===== src/rtl/serial_magnitude_comparator.sv =====
// Wide unsigned compare walked MSB-first in 2-bit slices, one per clock, exiting on the first unequal slice;
// latency 1..NSLICE compare cycles after accept; one compare in flight, result held in DONE until out_ready.
module comparator_2bit (
    input  logic [1:0] i_a,
    input  logic [1:0] i_b,
    output logic       o_gt,
    output logic       o_eq,
    output logic       o_lt
);
    assign o_gt = (i_a > i_b);
    assign o_eq = (i_a == i_b);
    assign o_lt = (i_a < i_b);
endmodule

module serial_magnitude_comparator #(
    parameter int WIDTH = 8,
    parameter int CNT_W = $clog2(WIDTH/2) + 1
) (
    input  logic             clk,
    input  logic             rst,
    input  logic             in_valid,
    output logic             in_ready,
    input  logic [WIDTH-1:0] a,
    input  logic [WIDTH-1:0] b,
    output logic             out_valid,
    input  logic             out_ready,
    output logic             a_gt_b,
    output logic             a_eq_b,
    output logic             a_lt_b,
    output logic [CNT_W-1:0] slices_used
);
    localparam int NSLICE = WIDTH / 2;

    typedef enum logic [1:0] {S_IDLE, S_COMPARE, S_DONE} state_t;

    state_t           r_state;
    logic [WIDTH-1:0] r_a;
    logic [WIDTH-1:0] r_b;
    logic [CNT_W-1:0] r_idx;
    logic [CNT_W-1:0] r_cnt;
    logic             r_gt;
    logic             r_eq;
    logic             r_lt;
    logic             r_out_vld;

    logic [1:0] w_sa;
    logic [1:0] w_sb;
    logic       w_gt;
    logic       w_eq;
    logic       w_lt;

    always_comb begin
        w_sa = 2'b00;
        w_sb = 2'b00;
        for (int s = 0; s < NSLICE; s++) begin
            if (r_idx == CNT_W'(s)) begin
                w_sa = r_a[2*s +: 2];
                w_sb = r_b[2*s +: 2];
            end
        end
    end

    comparator_2bit u_cmp (
        .i_a  (w_sa),
        .i_b  (w_sb),
        .o_gt (w_gt),
        .o_eq (w_eq),
        .o_lt (w_lt)
    );

    always_ff @(posedge clk) begin
        if (rst) begin
            r_state   <= S_IDLE;
            r_a       <= '0;
            r_b       <= '0;
            r_idx     <= '0;
            r_cnt     <= '0;
            r_gt      <= 1'b0;
            r_eq      <= 1'b0;
            r_lt      <= 1'b0;
            r_out_vld <= 1'b0;
        end else begin
            case (r_state)
                S_IDLE: begin
                    if (in_valid) begin
                        r_a     <= a;
                        r_b     <= b;
                        r_idx   <= CNT_W'(NSLICE - 1);
                        r_cnt   <= '0;
                        r_state <= S_COMPARE;
                    end
                end
                S_COMPARE: begin
                    r_cnt <= r_cnt + CNT_W'(1);
                    if (w_gt) begin
                        r_gt      <= 1'b1;
                        r_out_vld <= 1'b1;
                        r_state   <= S_DONE;
                    end else if (w_lt) begin
                        r_lt      <= 1'b1;
                        r_out_vld <= 1'b1;
                        r_state   <= S_DONE;
                    end else if (r_idx == '0) begin
                        // all slices equal down to the LSB slice
                        r_eq      <= w_eq;
                        r_out_vld <= 1'b1;
                        r_state   <= S_DONE;
                    end else begin
                        r_idx <= r_idx - CNT_W'(1);
                    end
                end
                S_DONE: begin
                    if (out_ready) begin
                        r_gt      <= 1'b0;
                        r_eq      <= 1'b0;
                        r_lt      <= 1'b0;
                        r_out_vld <= 1'b0;
                        r_state   <= S_IDLE;
                    end
                end
                default: r_state <= S_IDLE;
            endcase
        end
    end

    assign in_ready    = (r_state == S_IDLE) && !rst;
    assign out_valid   = r_out_vld;
    assign a_gt_b      = r_gt;
    assign a_eq_b      = r_eq;
    assign a_lt_b      = r_lt;
    assign slices_used = r_cnt;
endmodule


===== config.mk =====
export PLATFORM = sky130hd
export DESIGN_NAME = serial_magnitude_comparator
export DESIGN_NICKNAME = d
export VERILOG_FILES = /design/src/rtl/serial_magnitude_comparator.sv
export SDC_FILE = /design/constraint.sdc
export NUM_CORES = 1
export LEC_CHECK = 0
export CORE_MARGIN = 2
export CORE_UTILIZATION = 45
export CTS_BUF_LIST = sky130_fd_sc_hd__clkbuf_16
export DETAILED_ROUTE_END_ITERATION = 10
export DONT_BUFFER_PORTS = 1
export HOLD_SLACK_MARGIN = 0.05
export REMOVE_ABC_BUFFERS = 1
export SETUP_SLACK_MARGIN = 0.4
export SYNTH_ARGS = -nofsm -noshare
export SYNTH_HDL_FRONTEND = slang
export SYNTH_SLANG_ARGS = --single-unit

===== constraint.sdc =====
create_clock -name clk -period 2.7 [get_ports clk]
set_input_delay 0.27 -clock clk [delete_from_list [all_inputs] [get_ports clk]]
set_output_delay 0.27 -clock clk [all_outputs]
set_load 0.01 [all_outputs]

# Word level (Yosys, flattened, before mapping)

Index checks and enable logic that the tools add are counted.

Input bits: 20
Word-level logic and storage cells: 77
Bits in registers: 28
Output and inout bits: 8

$add $sub $neg: 2
Reduce and logical (&&, ||, !) cells: 14
Muxes and demuxes: 35
Magnitude comparators: 2
Equality and inequality tests: 15

Operator list:

| kind                                                               | count |
|---|---|
| 2-bit two-way mux                                                  | 13 |
| 3-bit two-way mux                                                  | 5 |
| 2-bit != test, second input constant                               | 6 |
| 3-bit case mux with 2 select lines                                 | 2 |
| 1-bit two-way mux                                                  | 10 |
| 5-bit AND reduction                                                | 2 |
| 3-bit AND reduction                                                | 3 |
| 1-bit case mux with 2 select lines                                 | 4 |
| 3-bit by 2-bit == test with 1-bit output, second input constant    | 2 |
| 2-bit case mux with 3 select lines                                 | 1 |
| 2-bit by 1-bit != test with 1-bit output, second input constant    | 2 |
| 4-bit by 2-bit != test with 1-bit output, second input constant    | 1 |
| 2-bit AND reduction                                                | 2 |
| 4-bit AND reduction                                                | 1 |
| 2-bit nonzero test                                                 | 2 |
| 3-bit by 1-bit adder with 3-bit output, second input constant      | 1 |
| 3-bit by 1-bit == test with 1-bit output, second input constant    | 1 |
| 3-bit logical NOT                                                  | 1 |
| 3-bit by 1-bit subtractor with 3-bit output, second input constant | 1 |
| 2-bit by 1-bit == test with 1-bit output, second input constant    | 1 |
| 2-bit == test                                                      | 1 |
| 2-bit == test, second input constant                               | 1 |
| 2-bit greater-than comparator                                      | 1 |
| 2-bit logical NOT                                                  | 1 |
| other kinds (3)                                                    | 3 |

# Depth between registers and ports, before layout

Gate-level depths: netlist of the first run.

Word-level depth: 10
Mapped depth: 12
Depth with buffers taken out: 11

# Hierarchy

From an unflattened synthesis of the first run, not the netlist that was laid out.

Cells, all modules: 201
Area total of the unflattened synthesis: 1531.5 sq um

Modules (own cells, without submodules):

| module                      | cells an instance | area an instance (sq um) | sequential area each (sq um) | times used |
|---|---|---|---|---|
| serial_magnitude_comparator | 192               | 1468.9                   | 560.5                        | 1 |
| comparator_2bit             | 9                 | 62.6                     | 0.0                          | 1 |

# Least setup slack after synthesis of the first run

OpenSTA, ideal clock, no wires.

Path kind: register -> register
Start point: reg r_idx[0]
End point: reg r_state[1]
Path slack: 0.386 ns
Setup time: 0.073 ns
Cell stages (with the launch flop): 12
Data required time: 2.627 ns
Period minus slack after synthesis: 2.314 ns
Path buffers: 1
Arrival time: 2.241 ns
Cell sequence: dfxtp_1 -> inv_1 -> ha_1 -> clkbuf_1 -> a21oi_1 -> a22oi_1 -> or2_1 -> ha_1 -> and2_1 -> and3_4 -> o31a_1 -> nor3_2

Longest elaborated chain between the ends: 9
Elaborated cells on any way between the ends: 19
Those cells by class: order compare (2); eq/ne (4); mux (11); reduce/logical (2)

RTL lines:

| element                            | line    | source |
|---|---|---|
| start: declaration                 | 39      | `logic [CNT_W-1:0] r_idx;` |
| start signal: assignment           | 88      | `r_idx <= CNT_W'(NSLICE - 1);` |
| start signal: assignment           | 109     | `r_idx <= r_idx - CNT_W'(1);` |
| 3-bit logical NOT                  | 56, 103 |  |
| 2-bit two-way mux (4 in series)    | 56      | `if (r_idx == CNT_W'(s)) begin` |
| 2-bit less-than comparator         | 12      | `assign o_lt = (i_a < i_b);` |
| 2-bit two-way mux                  | 99      | `end else if (w_lt) begin` |
| 2-bit two-way mux                  | 95      | `if (w_gt) begin` |
| 2-bit case mux with 3 select lines | 83      | `case (r_state)` |
| end signal: assignment             | 90      | `r_state <= S_COMPARE;` |
| end signal: assignment             | 98      | `r_state <= S_DONE;` |
| end signal: assignment             | 102     | `r_state <= S_DONE;` |
| end: declaration                   | 36      | `state_t r_state;` |

Several ways; a longest one is shown, not always the timed one.
A chain may end at the register's enable or synchronous reset.

# Worst setup path after layout of the first run

Start point: reg r_idx[1]
End point: reg r_idx[0]

Longest elaborated chain between the ends: 8
Elaborated cells on any way between the ends: 18
Those cells by class: order compare (2); eq/ne (6); mux (8); reduce/logical (2)

RTL lines:

| element                                                                            | line |
|---|---|
| 3-bit logical NOT                                                                  | 56, 103 |
| 2-bit two-way mux (4 in series)                                                    | 56 |
| 2-bit greater-than comparator / 2-bit less-than comparator (equally long branches) | 10, 12 |
| 2-bit != test (no line)                                                            | -- |
| 5-bit AND reduction (no line) (*)                                                  | -- |

Mark *: on every way between the ends. The rest lies on a longest branch, timed or not.

==> flow_summary.ini, run 1 <==
[outcome]
run_status = finished clean

[sta]
fin_crit_ns = 2.268
setup_viol = 0
hold_viol_final = 0
period_share_pct = 84.01
max_freq_mhz = 440.9
slew_violations = 0
fin_skew_ns = 0.003152
hold_slack_ns = 0.06116
worst_pin_slew_ns = 0.5581
setup_tns_ns = 0
rsz0062_at_grt = yes
relSlewSlack_pct = 62.79
fin_ws_ns = 0.4318

[min_path]
whs_path_depth = 1
hp-start = rst
hold_end = r_idx[0]
hold_path.class = primary input to register

[power]
ir_drop_mv = 0.4701
powerDensity_nw_per_um2 = 1350
total_power_mw = 2.393
p_leak_nw = 0.6304

[placed_design]
globalplace.congestion = 0.7928
port-buffer-count = 0
place_area_um2 = 1533
dpl.hpwl_mm = 2.314
dp.cells = 229
dp_slack_ns = 0.1965

[finish]
fin_util_pct = 53.94
final_area_um2 = 1772
drive_above_1_share_pct = 17.37
num_antenna_cells = 0
regArea_um2 = 568.0
multi_input_area_um2 = 987.2
final_net_count = 223
syn_to_final_growth_pct = 17.12
nFillCells = 327
instances_no_fill = 236

[logic_synthesis]
synth_common_cells = nand2_1, dfxtp_1, a21oi_1, ha_1, inv_1
syn_avg_cell_area_um2 = 7.879
synth_ff_type = dfxtp_1
synth_cell_type_count = 34
netlist.area_leader.share_pct = 37.06
syn_inst = 192
synth_seq_cells = 28
yosysSeqAreaShare_pct = 37.06
yosysMostFrequentCell = nand2_1
ys_async_sr_fraction_pct = 0
netlist_area_um2 = 1513
ys_warn_count = 0
synth_edf_count = 0
synthTopCellsByArea = dfxtp_1, nand2_1, ha_1
synth_top_cell_by_area = dfxtp_1

[clock_network]
cts_max_path_buffers = 2
path_clk_slew_ns = 0.07
cts_max_level = 1
cts_tree = yes
cts_root_buffer = clkbuf_16
clock-sinks = 28
cts_inserted_buffers = 3
clkLatencyLatePin_ns = 0.26

[floorplanning]
die_height_um = 61.98
core_um2 = 3284
start_util_pct = 46.06
die_w_um = 61.98
rows = 21
dieArea_um2 = 3842
io_pins = 28

[global_routing]
antenna_found_initial = 0
grt_pass1_vias = 1189
grt_max_degree = 27
grt_pass1_wl_mm = 5.388
grt_remaining_overflow = 0
grt_use_total_pct = 18.88

[worst_setup_path]
cp.arrival_ns = 2.40
cp_max_fo = 6
crit_required_ns = 2.83
worst_setup_path_start_kind = register
criticalPathCategory = register to register
endpoint_kind = register
rr_endpoint = r_idx[0]
r2r_slack_ns = 0.43
r2r_start = r_idx[1]
ff2ff_path_depth = 11

[routing]
drc = 0
viasPerCell = 5.453
wl_met1_mm = 1.485
routedWlPerCell_um = 13.92
wirelength_mm = 3.284
drt_iter0_markers = 48
drtPass1Iterations = 4
vias = 1287
final_antenna_net_count = 0
top_layer = met4
met2WireLength_mm = 1.625
dr_wl_met3_um = 120

[flow_run]
maxCapViolCount = 0
==> repair_timing <==
| item | in CTS | in global routing |
|---|---|---|
| resized for setup | 14 | 17 |
| hold buffers | 0 | 1 |
| pin swaps | 1 | 9 |
| endpoints found under the hold margin | 0 | 1 |
| endpoints found under the setup margin | 8 | 8 |
| buffers inserted | 0 | 3 |
==> how the worst max path moves through the flow <==
| stage | from | to | slack, ns | cells after the start |
|---|---|---|---|---|
| 2_1_floorplan | r_idx[0] | r_state[1] | 0.43 | 11 |
| 3_3_place_gp | r_idx[0] | out_valid | 0.33 | 11 |
| 3_5_place_dp | r_idx[1] | out_valid | 0.20 | 11 |
| 4_1_cts | r_idx[0] | r_idx[0] | 0.43 | 11 |
| 5_1_grt | r_idx[1] | r_idx[1] | 0.33 | 11 |
| 6_report | r_idx[1] | r_idx[0] | 0.43 | 11 |
==> state kept, by name, indices dropped and copies added (netlist names), 2 cells and up <==
register,count
r_a,8
r_b,8
r_idx,3
r_state,2
slices_used,3
==> layout make-up <==
| cell class | instances | area share, % |
|---|---|---|
| Timing Repair Buffer | 4 | 1.836 |
| Sequential cell | 28 | 32.06 |
| Clock buffer | 3 | 4.237 |
| Tap cell | 46 | 3.249 |
| Inverter | 11 | 2.895 |
| Multi-Input combinational cell | 144 | 55.72 |
==> layer usage <==
metal / up-vias / track usage, %
met2: 27 / 30.95
met1: 600 / 24.40
met4: 0 / 6.383
li1: 655 / -
met5: - / 0
met3: 5 / 4.348
==> cells in the final DEF, fill, tap and decap left out, types with 2 or more instances in the layout <==
master	Yosys	routed
or2_1	2	2
nor2_1	7	7
a21oi_1	25	24
o31a_1	2	2
nand2b_1	5	4
buf_4	0	3
nor3_1	2	2
clkbuf_16	0	3
nor2b_1	3	3
ha_1	11	5
o21ai_2	1	2
ha_4	0	5
o21ai_0	5	4
inv_1	10	8
nand2b_4	1	2
nand2_1	44	43
dfxtp_4	0	2
a22oi_1	5	4
dfxtp_1	28	26
nand3_1	5	5
o21ai_1	7	7
inv_6	0	2
a221oi_2	2	2
mux2i_1	4	3
==> kinds of logic (layout without fill, tap and decap cells) <==
group,count (synthesis),count (layout),share of synthesized area [%]
compound gates,53,53,21.92
flops,28,28,37.06
mux,4,4,2.647
fa+ha+maj,11,11,9.098
simple gates,76,76,24.07
buf+inv,20,18,5.211
==> worst max-delay path, cell delays in order, from the launching register on <==
cell	delay [ns]
dfxtp_4	0.38
inv_6	0.09
ha_4	0.18
nand2_1	0.08
o21ai_2	0.13
a22oi_2	0.06
or2_1	0.26
ha_4	0.28
and2_4	0.16
and3_4	0.21
mux2i_1	0.22
a221oi_2	0.08
==> power by group <==
| part | total, mW | switching (mW) | internal, mW |
|---|---|---|---|
| combinational | 1.43 | 0.769 | 0.666 |
| sequential | 0.623 | 0.102 | 0.521 |
| clock | 0.335 | 0.138 | 0.197 |
| total | 2.39 | 1.01 | 1.38 |
(Power assumes the default switching activity.)
==> inputs of run 2 (changes only) <==
- clock period: 2.7 -> 2.2 ns (I/O delays scaled with it)
==> run 2 against run 1 <==
- the run now ends with negative setup slack left
- clock-buffer cell count did not move
- routed wire length increased by 9.6%
- clock power is 24% higher
- clock skew decreased by 0.0013 ns
- flip-flop and latch count did not move
- die area unchanged
- via count rose by 4.7%
- hold slack worse by 0.056 ns
- fmax decreased by 0.39%
- final area increased by 8.3%
- critical endpoint is now r_idx[1]
- largest cell class unchanged
- highest routed layer unchanged
==> flow_summary.ini, run 2 (synthesized netlist as in run 1, its figures left out) <==
[outcome]
run_status = finished with violations
violations = negative setup slack

[floorplanning]
core_um2 = 3284
die_w_um = 61.98
start_util_pct = 46.06
die_height_um = 61.98
rows = 21
io_pins = 28
dieArea_um2 = 3842

[sta]
fin_skew_ns = 0.001890
rsz0062_at_grt = yes
slew_violations = 0
hold_viol_final = 0
worst_pin_slew_ns = 0.5776
setup_tns_ns = -0.2912
period_share_pct = 103.5
setup_viol = 7
max_freq_mhz = 439.2
fin_ws_ns = -0.07700
fin_crit_ns = 2.277
relSlewSlack_pct = 61.49

[placed_design]
port-buffer-count = 0
dpl.hpwl_mm = 2.454
globalplace.congestion = 0.8018

[min_path]
whs_path_depth = 1
hold_end = r_idx[0]
hold_path.class = primary input to register
hp-start = rst

[worst_setup_path]
cp_max_fo = 5
endpoint_kind = register
r2r_slack_ns = -0.08
criticalPathCategory = register to register
cp.arrival_ns = 2.41
r2r_start = r_idx[0]
worst_path_largest_cell_delay_ns = 0.38
rr_endpoint = r_idx[1]
crit_required_ns = 2.33
worstPathCellList = inv_4, ha_4, nand2_2, o21ai_1, a22oi_1, or2_1, ha_4, and2_4, and3_4, mux2i_2, a221oi_2
cp_common_cell = ha_4
worst_setup_path_start_kind = register
critPathSlowestCell = dfxtp_4
ff2ff_path_depth = 11

[clock_network]
cts_max_level = 1
cts_max_path_buffers = 2
cts_tree = yes
path_clk_slew_ns = 0.06
clock-sinks = 28
clkLatencyLatePin_ns = 0.26
cts_root_buffer = clkbuf_16
cts_inserted_buffers = 3

[finish]
nFillCells = 303
regArea_um2 = 568.0
multi_input_area_um2 = 1047
final_cell_mix = nand2_1, dfxtp_1, a21oi_1
layout_commonest_cell = nand2_1
num_antenna_cells = 0
top_regs = r_a (8), r_b (8)
final_net_count = 234
drive_above_1_share_pct = 28.71
syn_to_final_growth_pct = 26.80
fin_util_pct = 58.40

[power]
ir_drop_mv = 0.6656
p_leak_nw = 0.7002
total_power_mw = 3.452
powerDensity_nw_per_um2 = 1800

[global_routing]
grt_max_degree = 27
grt_pass1_wl_mm = 5.554
grt_pass1_vias = 1231
grt_use_total_pct = 19.29
grt_remaining_overflow = 0
antenna_found_initial = 0

[routing]
viasPerCell = 5.435
drt_iter0_markers = 55
drtPass1Iterations = 4
drc = 0
vias = 1348
routedWlPerCell_um = 14.51
wirelength_mm = 3.598
final_antenna_net_count = 0

[flow_run]
maxCapViolCount = 0
## run 2: where the power goes
group          leakage, nW  switching (mW)  internal [mW]
registers            0.231           0.127          0.639
clock network       0.0385           0.171          0.244
logic                0.431            1.12           1.15
total                0.700            1.41           2.04
## run 2: worst max path at each step
stage               startpoint          to  slack [ns]
global placement      r_idx[0]  r_state[1]       -0.09
floorplan             r_idx[0]  r_state[1]       -0.07
finish                r_idx[0]    r_idx[1]       -0.08
CTS                   r_idx[1]    r_idx[1]        0.02
global route          r_idx[0]    r_idx[1]       -0.15
detailed placement    r_idx[0]    r_idx[1]       -0.19
## run 2: critical path, delay by kind of cell (launching register included)
family                   cells  cell delay, ns
AND/OR/NAND/NOR              4            0.69
flip-flops                   1            0.38
multiplexers                 1            0.24
adder cells (fa/ha/maj)      2            0.45
AO/OA/AOI/OAI                3            0.31
buffers and inverters        1            0.09
## run 2: cell type report
cell class | instances | share of cell area (%)
multi-input cells | 144 | 54.60
well taps | 46 | 3.001
clock inverters | 1 | 0.1957
clock buffers | 3 | 3.914
repair buffers | 15 | 6.262
flip-flops and latches | 28 | 29.62
inverters | 11 | 2.414
## run 2: stage by stage
step           instances  hold slack (ns)  instance area, um^2  setup slack [ns]
2_1_floorplan        183           0.2862                 1475          -0.07248
3_3_place_gp         236           0.2901                 1585          -0.08592
3_5_place_dp         236           0.2914                 1585           -0.1900
4_1_cts              243         0.003539                 1783           0.01678
5_1_grt              248        -0.002699                 1918           -0.1499
6_report             248         0.004714                 1918          -0.07700
## run 2: what timing repair did
action / CTS / global route
setup buffers: 3 / 5
gates resized for setup: 25 / 22
pin swaps: 6 / 18
endpoints found under the hold margin: 23 / 23
endpoints found under the setup margin: 9 / 9
## run 2: layer usage
metal	routed length [um]	global-route usage, %	vias up
met4	46	7.295	0
met5	0	0	-
met2	1805	32.44	22
met1	1624	24.06	644
li1	-	-	677
met3	121	4.141	5
==> inputs of run 3 (changes only) <==
- CORE_MARGIN: 2 -> 4
- SYNTH_HIERARCHICAL: not set -> 1
==> run 3 against run 2 <==
- the run still ends with negative setup slack left
- sequential share of layout area rose by 0.20 points
- routed wire length is 0.78% higher
- via count rose by 1.6%
- highest routed layer unchanged
- area after synthesis up 1.2%
- global-route usage is 1.6 points lower
- final area shrank 1.1%
- die area is 15% higher
- fmax down 9.3%
- synthesized cell count up 4.7%
==> flow_summary.ini, run 3 <==
[logic_synthesis]
synthTopCellsByArea = dfxtp_1, a21oi_1, ha_1
synth_cell_type_count = 34
yosys.area_share.simple_pct = 23.86
syn_avg_cell_area_um2 = 7.619
synth_top_family_by_area = simple AND/OR/NAND/NOR gates
synth_top_cell_by_area = dfxtp_1
netlist_area_um2 = 1531
synth_common_cells = nand2_1, a21oi_1, dfxtp_1, inv_1
ys_warn_count = 6
synthAdderAreaFrac_pct = 10.62
yosysMostFrequentCell = nand2_1
synth_mux_area_share_pct = 1.307
syn_inst = 201
synthXorXnorAreaFrac_pct = 0
synth_ff_type = dfxtp_1
synth_compound_area_share_pct = 21.16
synth_edf_count = 0
netlist.area_leader.share_pct = 36.60
ys_async_sr_fraction_pct = 0
yosysSeqAreaShare_pct = 36.60
synth_seq_cells = 28

[clock_network]
path_clk_slew_ns = 0.07
cts_max_level = 1
clock-sinks = 28
clkLatencyLatePin_ns = 0.26
cts_tree = yes
cts_inserted_buffers = 3
cts_root_buffer = clkbuf_16
cts_max_path_buffers = 2

[worst_setup_path]
endpoint_kind = register
cp_max_fo = 8
worst_setup_path_start_kind = register
criticalPathCategory = register to register
crit_required_ns = 2.40
cp.arrival_ns = 2.71

[finish]
nFillCells = 297
fin_util_pct = 60.16
drive_above_1_share_pct = 21.53
final_cell_mix = nand2_1, a21oi_1, dfxtp_1
syn_to_final_growth_pct = 23.86
regArea_um2 = 565.5
multi_input_area_um2 = 999.7
final_net_count = 243
num_antenna_cells = 0
top_regs = r_a (8), r_b (8)
layout_commonest_cell = nand2_1

[global_routing]
grt_remaining_overflow = 0
grt_use_met1_pct = 20.33
busiest_layer = met2
grt_use_met2_pct = 30.73
met3_usage_pct = 4.592
grt_use_total_pct = 17.74
antenna_found_initial = 0
grt_pass1_wl_mm = 6.009
grt_pass1_vias = 1347
grt_max_degree = 31

[sta]
slew_violations = 0
fin_ws_ns = -0.3117
fin_crit_ns = 2.512
setup_viol = 9
relSlewSlack_pct = 68.39
worst_pin_slew_ns = 0.4730
setup_tns_ns = -1.859
fin_skew_ns = 0.001509
hold_viol_final = 0
max_freq_mhz = 398.1
rsz0062_at_grt = yes
hold_slack_ns = 0.01408
period_share_pct = 114.2

[power]
total_power_mw = 3.741
p_leak_nw = 0.7227
ir_drop_mv = 0.9061
powerDensity_nw_per_um2 = 1972

[routing]
viasPerCell = 5.411
drtPass1Iterations = 4
drt_iter0_markers = 76
final_antenna_net_count = 0
drc = 0
vias = 1369
routedWlPerCell_um = 14.33
wirelength_mm = 3.626

[floorplanning]
core_um2 = 3153
rows = 20
die_height_um = 66.34
io_pins = 28
start_util_pct = 48.57
die_w_um = 66.34
dieArea_um2 = 4400

[min_path]
hold_path.class = primary input to register

[flow_run]
maxCapViolCount = 0

[placed_design]
dp_slack_ns = -0.5339
globalplace.congestion = 0.8711
port-buffer-count = 0
dpl.hpwl_mm = 2.512

[outcome]
run_status = finished with violations
violations = negative setup slack
## run 3: cell families after synthesis
family / count (synthesis)
buffers and inverters: 24
flip-flops: 28
adder cells (fa/ha/maj): 13
multiplexers: 2
AND/OR/NAND/NOR: 78
AO/OA/AOI/OAI: 56
## run 3: path summary, 6_finish.rpt
path | startpoint | end | slack, ns | cells past startpoint
max | r_idx[1] | r_idx[2] | -0.31 | 14
max reg2reg | r_idx[1] | r_idx[2] | -0.31 | 14
min reg2reg | r_b[1] | r_b[1] | 0.45 | 2
min | rst | r_idx[0] | 0.01 | 1
## run 3: worst max-delay path: stages, from the launching register on
cell and delay (ns):
dfxtp_2 0.33, buf_6 0.13, ha_4 0.19, a21oi_2 0.10, o21ai_1 0.07, a22oi_1 0.14
nor2_1 0.07, ha_1 0.34, and2_4 0.18, a21oi_4 0.04, buf_4 0.14, nor2_4 0.11
nand3_2 0.09, or4_1 0.39, a31oi_1 0.12
## run 3: report_power, final
part,total (mW),switching [mW],internal [mW]
clock,0.540,0.178,0.362
sequential,0.761,0.123,0.638
combinational,2.44,1.26,1.18
total,3.74,1.56,2.18
## run 3: layout make-up
type	instances	share of cell area [%]
Clock inverter	1	1.583
Inverter	14	2.902
Sequential cell	28	29.82
Clock buffer	3	3.958
Timing Repair Buffer	14	6.135
Multi-Input combinational cell	149	52.70
Tap cell	44	2.902
## run 3: through the flow
stage                     area [um^2]  instances
after global placement           1615        245
after detailed placement         1615        245
final                            1897        253
after floorplan                  1485        191
after global routing             1897        253
after CTS                        1867        251
## run 3: routing by layer
metal	up-vias	routed length [um]
met5	-	0
met4	0	79
met3	13	170
met2	35	1810
met1	630	1565
li1	691	-
## run 3: timing repair
item | in CTS | in global routing
buffers inserted | 2 | 2
resized for setup | 35 | 5
endpoints found under the setup margin | 9 | 17
endpoints found under the hold margin | 26 | 26
pin swaps | 15 | 6
